`src/rtl/ysyx_25020047_pkg.sv`:
```
// Shared definitions for the instruction fetch unit: FSM state encoding and
// the default instruction word substituted on faulted fetches.
package ysyx_25020047_pkg;

    typedef enum logic [2:0] {
        S_IDLE,
        S_REQ,
        S_WAIT,
        S_DRAIN,
        S_HOLD
    } ifu_state_t;

    localparam logic [31:0] NOP_INST_DEFAULT = 32'h0000_0013;

endpackage

```
`src/rtl/ysyx_25020047_ifu.sv`:
```
// Instruction fetch unit: one outstanding memory request at a time, with
// misalignment and timeout faults, flush/redirect handling and a holding slot toward the IDU.
module ysyx_25020047_ifu
    import ysyx_25020047_pkg::*;
#(
    parameter int unsigned TIMEOUT_CYCLES = 255,
    parameter logic [31:0] NOP_INST       = NOP_INST_DEFAULT
) (
    input  logic        clk,
    input  logic        rst,
    input  logic [31:0] pc,
    input  logic        fetch_en,
    input  logic        flush,
    output logic        imem_req_valid,
    input  logic        imem_req_ready,
    output logic [31:0] imem_req_addr,
    input  logic        imem_resp_valid,
    input  logic [31:0] imem_resp_data,
    input  logic        imem_resp_err,
    output logic [31:0] inst,
    output logic [31:0] inst_pc,
    output logic        inst_valid,
    input  logic        inst_ready,
    output logic        fetch_err
);

    localparam int unsigned      CNT_W    = $clog2(TIMEOUT_CYCLES + 1);
    localparam logic [CNT_W-1:0] CNT_MAX  = CNT_W'(TIMEOUT_CYCLES);
    localparam logic [CNT_W-1:0] CNT_LAST = CNT_W'(TIMEOUT_CYCLES - 1);
    localparam logic [CNT_W-1:0] CNT_ONE  = CNT_W'(1);

    ifu_state_t       state;
    logic [CNT_W-1:0] cnt;
    logic [CNT_W-1:0] cnt_inc;
    logic             timeout_hit;

    // The current silent cycle is the last one allowed; counter saturates at the limit.
    assign timeout_hit = (cnt >= CNT_LAST);
    assign cnt_inc     = (cnt == CNT_MAX) ? cnt : cnt + CNT_ONE;

    always_ff @(posedge clk or posedge rst) begin
        if (rst) begin
            state          <= S_IDLE;
            cnt            <= '0;
            imem_req_valid <= 1'b0;
            imem_req_addr  <= '0;
            inst           <= '0;
            inst_pc        <= '0;
            inst_valid     <= 1'b0;
            fetch_err      <= 1'b0;
        end else begin
            unique case (state)
                S_IDLE: begin
                    if (!flush && fetch_en) begin
                        if (pc[1:0] == 2'b00) begin
                            imem_req_addr  <= pc;
                            imem_req_valid <= 1'b1;
                            state          <= S_REQ;
                        end else begin
                            inst       <= NOP_INST;
                            inst_pc    <= pc;
                            fetch_err  <= 1'b1;
                            inst_valid <= 1'b1;
                            state      <= S_HOLD;
                        end
                    end
                end
                S_REQ: begin
                    // An accepted request must still be drained even when flushed.
                    if (flush) begin
                        imem_req_valid <= 1'b0;
                        cnt            <= '0;
                        state          <= imem_req_ready ? S_DRAIN : S_IDLE;
                    end else if (imem_req_ready) begin
                        imem_req_valid <= 1'b0;
                        cnt            <= '0;
                        state          <= S_WAIT;
                    end
                end
                S_WAIT: begin
                    if (flush) begin
                        cnt   <= '0;
                        state <= imem_resp_valid ? S_IDLE : S_DRAIN;
                    end else if (imem_resp_valid) begin
                        inst       <= imem_resp_err ? NOP_INST : imem_resp_data;
                        inst_pc    <= imem_req_addr;
                        fetch_err  <= imem_resp_err;
                        inst_valid <= 1'b1;
                        state      <= S_HOLD;
                    end else begin
                        cnt <= cnt_inc;
                        if (timeout_hit) begin
                            inst       <= NOP_INST;
                            inst_pc    <= imem_req_addr;
                            fetch_err  <= 1'b1;
                            inst_valid <= 1'b1;
                            state      <= S_HOLD;
                        end
                    end
                end
                S_DRAIN: begin
                    cnt <= cnt_inc;
                    if (imem_resp_valid || timeout_hit) begin
                        state <= S_IDLE;
                    end
                end
                S_HOLD: begin
                    if (flush || inst_ready) begin
                        inst_valid <= 1'b0;
                        state      <= S_IDLE;
                    end
                end
                default: state <= S_IDLE;
            endcase
        end
    end

endmodule
```
`config.mk`:
```
export PLATFORM = sky130hd
export DESIGN_NAME = ysyx_25020047_ifu
export DESIGN_NICKNAME = d
export VERILOG_FILES = /design/src/rtl/ysyx_25020047_pkg.sv /design/src/rtl/ysyx_25020047_ifu.sv
export SDC_FILE = /design/constraint.sdc
export NUM_CORES = 1
export LEC_CHECK = 0
export BUFFER_PORTS_ARGS = -buffer_cell sky130_fd_sc_hd__buf_2
export CORE_MARGIN = 2
export CORE_UTILIZATION = 30
export CTS_CLUSTER_DIAMETER = 60
export DETAILED_ROUTE_END_ITERATION = 12
export GPL_ROUTABILITY_DRIVEN = 0
export PLACE_DENSITY = 0.56
export SLEW_MARGIN = 20
export SYNTH_ARGS = -nofsm -noshare
export SYNTH_HDL_FRONTEND = slang
export SYNTH_SLANG_ARGS = --single-unit
```
`constraint.sdc`:
```
create_clock -name clk -period 3.1 [get_ports clk]
set_input_delay 0.31 -clock clk [delete_from_list [all_inputs] [get_ports clk]]
set_output_delay 0.31 -clock clk [all_outputs]
set_load 0.01 [all_outputs]
```
==> impl_metrics.csv, run 1 <==
group,metric,value,unit
setup_path,cp-start-kind,"register",
timing,holdWs,0.108,ns
pwr,leakagePower,2.97,nW
cells_and_area,area_growth,26.8,%
clocking,root_buffer,"clkbuf_16",
outcome,outcome,"finished, final reports clean",
timing,finalSetupTns,0,ns
synth,synth_cell_types,40,
min_path,hold_path_class,"in2async",
synth,yosysWarnings,0,
floorplanning,fp.dieH,131,um
run,drv_cap,0,
grt,antenna_found_initial,1,
route,drc,0,
route,firstDrtPassIters,4,
pwr,seqPwrFrac,43.6,%
synth,synthFlopType,"dfrtp_1",
setup_path,crit_required,3.30,ns
cells_and_area,finalNonFillerCells,830,
synth,syn_nets,524,
grt,overflow,0,
cells_and_area,antenna_cells,0,
pwr,comb_power_share,34.2,%
clocking,cts_resized,0,
place,dp_hpwl,8.33,mm
pwr,p_int,3.25,mW
timing,fin_crit,2.51,ns
clocking,cts_tree,"built",
cells_and_area,nFillCells,1609,
grt,grt_max_degree,111,
clocking,cts-buffers-inserted,9,
grt,grt_pass1_wl,19.3,mm
floorplanning,start_util,30.7,%
clocking,htreeDepth,3,
setup_path,cp_cell_sequence,"or2_2 > nor4_2 > a2111o_2 > buf_12 > o21ai_0",
synth,synth_area_per_cell,10.8,um^2
floorplanning,io_pins,171,
grt,grt_use_met1,16.2,%
setup_path,worstSetupPathType,"reg2reg",
floorplanning,core,0.0159,mm^2
setup_path,crit_fanout,110,
synth,synth_area,0.00487,mm^2
route,viasPerCell,4.52,
place,dp.cells,814,
synth,ys_seq_area_share,56.5,%
cells_and_area,nNetsFinal,683,
timing,slew-limit-headroom,52.2,%
setup_path,reg2reg_depth,5,
route,routed_wirelength,11.7,mm
floorplanning,die_area,0.0173,mm^2
setup_path,crit_arrival,2.71,ns
clocking,hold_buffers,0,
synth,ys_ff_latch,110,
clocking,clk_latency,0.35,ns
pwr,switching_power,1.82,mW
pwr,peakVddDrop,0.000380,V
route,num_vias,3755,
route,drt_iter0_drc,128,
cells_and_area,drive_gt1_share,39.9,%
clocking,clkSlewWorstSetupHoldPaths,0.08,ns
route,detail-route-antenna-nets,0,
timing,slew_viol_final,0,
timing,final-hold-violation-count,0,
setup_path,regToRegSetupSlack,0.59,ns
timing,rsz0062_at_grt,"no",
clocking,numClockSinks,110,
grt,use_met2,21.8,%
timing,max_clock_freq,399,MHz
synth,synthCells,450,
setup_path,endpoint_kind,"register",
synth,async_reset_ff_share,100,%
timing,tightest_slew,0.708,ns
pwr,power_density,822,mW/mm^2
pwr,power_switching_share,35.9,%
grt,busiest_layer,"met2",
clocking,post_cts_buffers,0,
grt,grt_usage,13.8,%
grt,grt_pass1_vias,3779,
floorplanning,die_w,131,um
place,io_buffers,170,
timing,timing.final.crit_share,80.8,%
route,wl_per_cell,14.1,um
timing,setup_violations,0,
floorplanning,std_cell_rows,46,
setup_path,slowest_delay,0.50,ns
grt,gr-usage-met3,7.14,%
timing,clock-skew-final,0.00715,ns
clocking,clock_path_buffers,2,
setup_path,timing.critical_path.slowest_stage_cell,"dfrtp_1",
pwr,power_frac_clock,22.2,%
synth,synth_edf_count,0,
worst max-delay path, delay by kind of cell (launching register included):
family	cells	cell delay (ns)
buffers and inverters	1	0.41
and+or+nand+nor	2	0.75
AOI/OAI and AO/OA	2	0.63
DFF	1	0.50
layout by cell type, fill, tap and decap left out, types with 2 or more instances in the layout:
cell type   count
nor3_1          3
inv_1           4
o311ai_0        2
o21ai_2        13
a31oi_1         2
nand3_1         5
ha_1            2
clkbuf_16       9
mux2_2         30
dfrtp_1       110
mux2i_1        33
a21oi_1        13
o21ai_0        45
nand2_1       102
o21ai_1        12
nand2b_1        4
nor2_1         11
a31o_2          3
buf_12          2
nor2b_1         4
clkinvlp_4      2
buf_4           4
buf_2         170
a41o_1          2
inv_6           3
or3_1           3
or2_2           2
synth_stat cells, types with 5 or more instances:
library cell	count	area, um^2
a21oi_1	13	65.1
dfrtp_1	110	2750
inv_1	5	18.8
nand2_1	102	383
buf_6	9	101
nor2_1	11	41.3
o21ai_1	12	60.1
mux2i_1	33	330
nand3_1	5	25.0
o21ai_2	13	114
mux2_2	30	338
o21ai_0	45	225
clkbuf_1	14	52.6
metrics by stage:
step / power (mW) / util [%] / area [um^2] / setup WS [ns]
floorplan: 3.30 / - / 4870 / 1.07
global placement: 3.97 / 37.1 / 5900 / 0.694
detailed placement: 4.01 / 37.1 / 5900 / 0.643
CTS: 5.16 / 38.9 / 6180 / 0.621
global route: 5.44 / 38.9 / 6180 / 0.399
finish: 5.07 / 38.9 / 6180 / 0.594
area by class of cell:
cell class | instances | area [um^2] | share of cell area, %
Sequential cell | 110 | 2750 | 44.6
Multi-Input combinational cell | 307 | 1930 | 31.2
Timing Repair Buffer | 176 | 921 | 14.9
Tap cell | 216 | 270 | 4.38
Clock buffer | 11 | 243 | 3.93
Clock inverter | 5 | 38.8 | 0.628
Inverter | 5 | 22.5 | 0.365
kinds of logic after synthesis:
logic type	Yosys count	share of synthesized area [%]
AND/OR/NAND/NOR	143	12.8
multiplexers	63	13.7
flip-flops	110	56.5
AO/OA/AOI/OAI	99	12.4
adder cells (fa/ha/maj)	2	0.514
buffers and inverters	33	4.06
state kept, by name, summed over array words and instances, names as in the netlist:
register	count
imem_req_addr	32
inst	32
inst_pc	32
cnt	8
state	3
fetch_err	1
imem_req_valid	1
inst_valid	1
power by group through the flow:
stage	sequential (mW)	combinational, mW	clock (mW)
6_report	2.21	1.74	1.12
3_3_place_gp	2.22	1.74	0
5_1_grt	2.29	1.93	1.22
2_1_floorplan	2.41	0.882	0
3_5_place_dp	2.24	1.77	0
4_1_cts	2.22	1.77	1.17
worst paths after layout:
kind	end	startpoint
max in group asynchronous	inst[3]$_DFFE_PP0P_	rst
worst min-delay path	inst_valid$_DFFE_PP0P_	rst
min in group clk	inst[9]$_DFFE_PP0P_	imem_resp_data[9]
worst max register to register	inst[28]$_DFFE_PP0P_	state[0]$_DFFE_PP0P_
worst min register to register	inst[0]$_DFFE_PP0P_	inst[0]$_DFFE_PP0P_
worst max-delay path	inst[28]$_DFFE_PP0P_	state[0]$_DFFE_PP0P_
layer usage:
layer | wire length (um) | vias up
li1 | - | 1870
met4 | 129 | 0
met1 | 5040 | 1734
met3 | 1190 | 9
met5 | 0 | -
met2 | 5360 | 142
No activity file was read; power rests on OpenSTA's default activity.
==> inputs of run 2 (changes only) <==
--- a/config.mk
+++ b/config.mk
@@ -5,13 +5,14 @@
 export SDC_FILE = /design/constraint.sdc
 export NUM_CORES = 1
 export LEC_CHECK = 0
+export ABC_AREA = 1
 export BUFFER_PORTS_ARGS = -buffer_cell sky130_fd_sc_hd__buf_2
 export CORE_MARGIN = 2
 export CORE_UTILIZATION = 30
 export CTS_CLUSTER_DIAMETER = 60
 export DETAILED_ROUTE_END_ITERATION = 12
 export GPL_ROUTABILITY_DRIVEN = 0
-export PLACE_DENSITY = 0.56
+export PLACE_DENSITY = 0.55
 export SLEW_MARGIN = 20
 export SYNTH_ARGS = -nofsm -noshare
 export SYNTH_HDL_FRONTEND = slang
==> constraint.sdc (replaced) <==
create_clock -name clk -period 2.1 [get_ports clk]
set_input_delay 0.21 -clock clk [delete_from_list [all_inputs] [get_ports clk]]
set_output_delay 0.21 -clock clk [all_outputs]
set_load 0.01 [all_outputs]
==> run 2 against run 1 <==
Net effect: maximum frequency up 35%; register-to-register slack worse by 0.35 ns; hold slack worse by 0.040 ns; die area up 11%; power up 88%; wire length up 39%; critical endpoint is now inst_pc[3]$_DFFE_PP0P_.
==> impl_metrics.csv, run 2 <==
group,metric,value,unit
outcome,outcome,"finished, final reports clean",
cells_and_area,reg_top3,"imem_req_addr: 32 flops, inst: 32 flops, inst_pc: 32 flops",
route,wl_per_cell,14.8,um
route,routed_wirelength,16.3,mm
synth,synth_area_per_cell,7.66,um^2
min_path,hold_start,"pc[31]",
cells_and_area,drive_gt1_share,25.9,%
setup_path,crit_family,"buffers and inverters",
min_path,min_to,"imem_req_addr[31]$_DFFE_PP0P_",
cells_and_area,antenna_cells,0,
setup_path,crit_fanout,23,
route,num_vias,5273,
floorplanning,fp.dieH,139,um
clocking,numClockSinks,110,
setup_path,endpoint_kind,"register",
timing,setup_violations,0,
cells_and_area,fin_util,39.1,%
timing,timing.final.crit_share,88.5,%
synth,synth_common_cells,"nand2_1 (258), dfrtp_1 (110), nand4_1 (70), o21ai_0 (58), nor2_1 (49)",
setup_path,crit_required,2.39,ns
synth,async_reset_ff_share,100,%
floorplanning,die_area,0.0192,mm^2
setup_path,slowest_delay,0.45,ns
synth,synth_area,0.00544,mm^2
clocking,clk_latency,0.36,ns
synth,yosysWarnings,0,
clocking,cts_tree,"built",
cells_and_area,final-seq-area,0.00275,mm^2
grt,overflow,0,
setup_path,rr_endpoint,"inst_pc[3]$_DFFE_PP0P_",
timing,max_clock_freq,538,MHz
synth,synth.top_cell.area_share,50.6,%
grt,grt_usage,17.0,%
timing,final-hold-violation-count,0,
pwr,power,9.56,mW
setup_path,r2r_start,"state[2]$_DFFE_PP0P_",
clocking,htreeDepth,3,
synth,yosys.area.top_type,"dfrtp_1",
timing,slew-limit-headroom,54.2,%
setup_path,cp-start-kind,"register",
synth,synthFlopType,"dfrtp_1",
cells_and_area,nNetsFinal,942,
setup_path,cp_cell_sequence,"nor2_4 > nand2_4 > buf_4 > inv_4 > nand3_2 > nand3_2 > buf_4 > nand2_1 > nand2_1",
grt,antenna_found_initial,0,
route,drt_iter0_drc,292,
place,dp_hpwl,10.9,mm
floorplanning,die_w,139,um
route,detail-route-antenna-nets,0,
timing,tightest_slew,0.686,ns
pwr,power_density,1370,mW/mm^2
setup_path,timing.critical_path.slowest_stage_cell,"dfrtp_1",
route,viasPerCell,4.78,
setup_path,regToRegSetupSlack,0.24,ns
synth,synth_edf_count,0,
cells_and_area,area_growth,28.7,%
timing,fin_crit,1.86,ns
floorplanning,start_util,30.4,%
floorplanning,io_pins,171,
timing,slew_viol_final,0,
grt,grt_pass1_wl,26.5,mm
setup_path,path_buf_inv,3,
clocking,clock_path_buffers,2,
cells_and_area,layout_commonest_cell,"nand2_1",
setup_path,worstSetupPathType,"reg2reg",
min_path,whs_path_depth,3,
grt,grt_max_degree,71,
clocking,cts-buffers-inserted,9,
setup_path,crit_arrival,2.15,ns
floorplanning,std_cell_rows,49,
floorplanning,core,0.0179,mm^2
synth,synth_most_common_cell,"nand2_1",
synth,synth_area_leaders,"dfrtp_1 (51%), nand2_1 (18%), nand4_1 (8.1%), o21ai_0 (5.3%), nand3_1 (4.4%)",
cells_and_area,layout_common_cells,"nand2_1 (258), buf_2 (170), dfrtp_1 (110)",
synth,synth_cell_types,25,
min_path,hold_path_class,"in2reg",
timing,clock-skew-final,0.00900,ns
pwr,peakVddDrop,0.000730,V
synth,ys_seq_area_share,50.6,%
pwr,leakagePower,3.78,nW
place,io_buffers,170,
route,drc,0,
synth,syn_nets,784,
timing,rsz0062_at_grt,"no",
route,firstDrtPassIters,4,
clocking,root_buffer,"clkbuf_16",
cells_and_area,nFillCells,1898,
synth,synthCells,710,
clocking,clkSlewWorstSetupHoldPaths,0.08,ns
grt,grt_pass1_vias,5128,
synth,ys_ff_latch,110,
cells_and_area,multiInputGateArea,0.00231,mm^2
run,drv_cap,0,
setup_path,reg2reg_depth,9,
-- run 2: worst max-delay path by stage --
stage	start	to	slack (ns)	cells past startpoint
floorplan	rst	cnt[0]$_DFFE_PP0P_	0.56	1
finish	state[2]$_DFFE_PP0P_	inst_pc[3]$_DFFE_PP0P_	0.24	9
detailed placement	state[2]$_DFFE_PP0P_	inst_pc[27]$_DFFE_PP0P_	-0.03	7
global placement	state[2]$_DFFE_PP0P_	inst[7]$_DFFE_PP0P_	0.03	7
CTS	state[2]$_DFFE_PP0P_	inst_pc[27]$_DFFE_PP0P_	0.06	7
global route	state[2]$_DFFE_PP0P_	inst_pc[23]$_DFFE_PP0P_	0.06	9
-- run 2: layout make-up --
| type | count | area share [%] |
|---|---|---|
| multi-input combinational | 505 | 33.0 |
| timing repair buffer | 197 | 16.1 |
| sequential | 110 | 39.3 |
| clock inverter | 7 | 1.81 |
| tap | 229 | 4.09 |
| clock buffer | 9 | 3.22 |
| inverter | 45 | 2.50 |
-- run 2: metrics by stage --
step	instance area (um^2)	TNS [ns]	hold WS, ns	setup WS [ns]	cells
2_1_floorplan	5440	0	0.327	0.561	710
3_3_place_gp	6610	0	0.323	0.0318	1082
3_5_place_dp	6610	-0.417	0.319	-0.0252	1082
4_1_cts	6980	0	0.0531	0.0609	1100
5_1_grt	7000	0	0.0734	0.0642	1102
6_report	7000	0	0.0674	0.242	1102
-- run 2: power by group --
part / switching, mW / internal [mW]
logic: 2.73 / 1.44
registers: 0.447 / 2.88
clock network: 0.872 / 1.19
-- run 2: kinds of logic (layout without fill, tap and decap cells) --
family	after synthesis	in the layout	synth area share, %
simple gates	440	441	35.8
flops	110	110	50.6
buf+inv	96	258	7.29
compound gates	62	62	5.80
fa+ha+maj	2	2	0.460
-- run 2: what timing repair did --
| item | 4_1_cts | 5_1_grt |
|---|---|---|
| setup endpoints to repair | 39 | 44 |
| pin swaps | 1 | 1 |
| buffers inserted | 0 | 2 |
| gates resized for setup | 0 | 4 |
| hold buffers | 1 | 0 |
| gates cloned | 1 | 0 |
| hold endpoints to repair | 41 | 0 |
-- run 2: worst min-delay path, cell delays in order --
cell	delay (ns)
buf_2	0.09
nand2_1	0.04
nand2_1	0.05
-- run 2: routing by layer --
| layer | track usage, % | vias up | wire, um |
|---|---|---|---|
| met5 | 0 | - | 0 |
| met4 | 5.37 | 0 | 296 |
| met3 | 4.18 | 18 | 1070 |
| met2 | 28.1 | 173 | 7560 |
| met1 | 22.0 | 2445 | 7420 |
| li1 | - | 2637 | - |
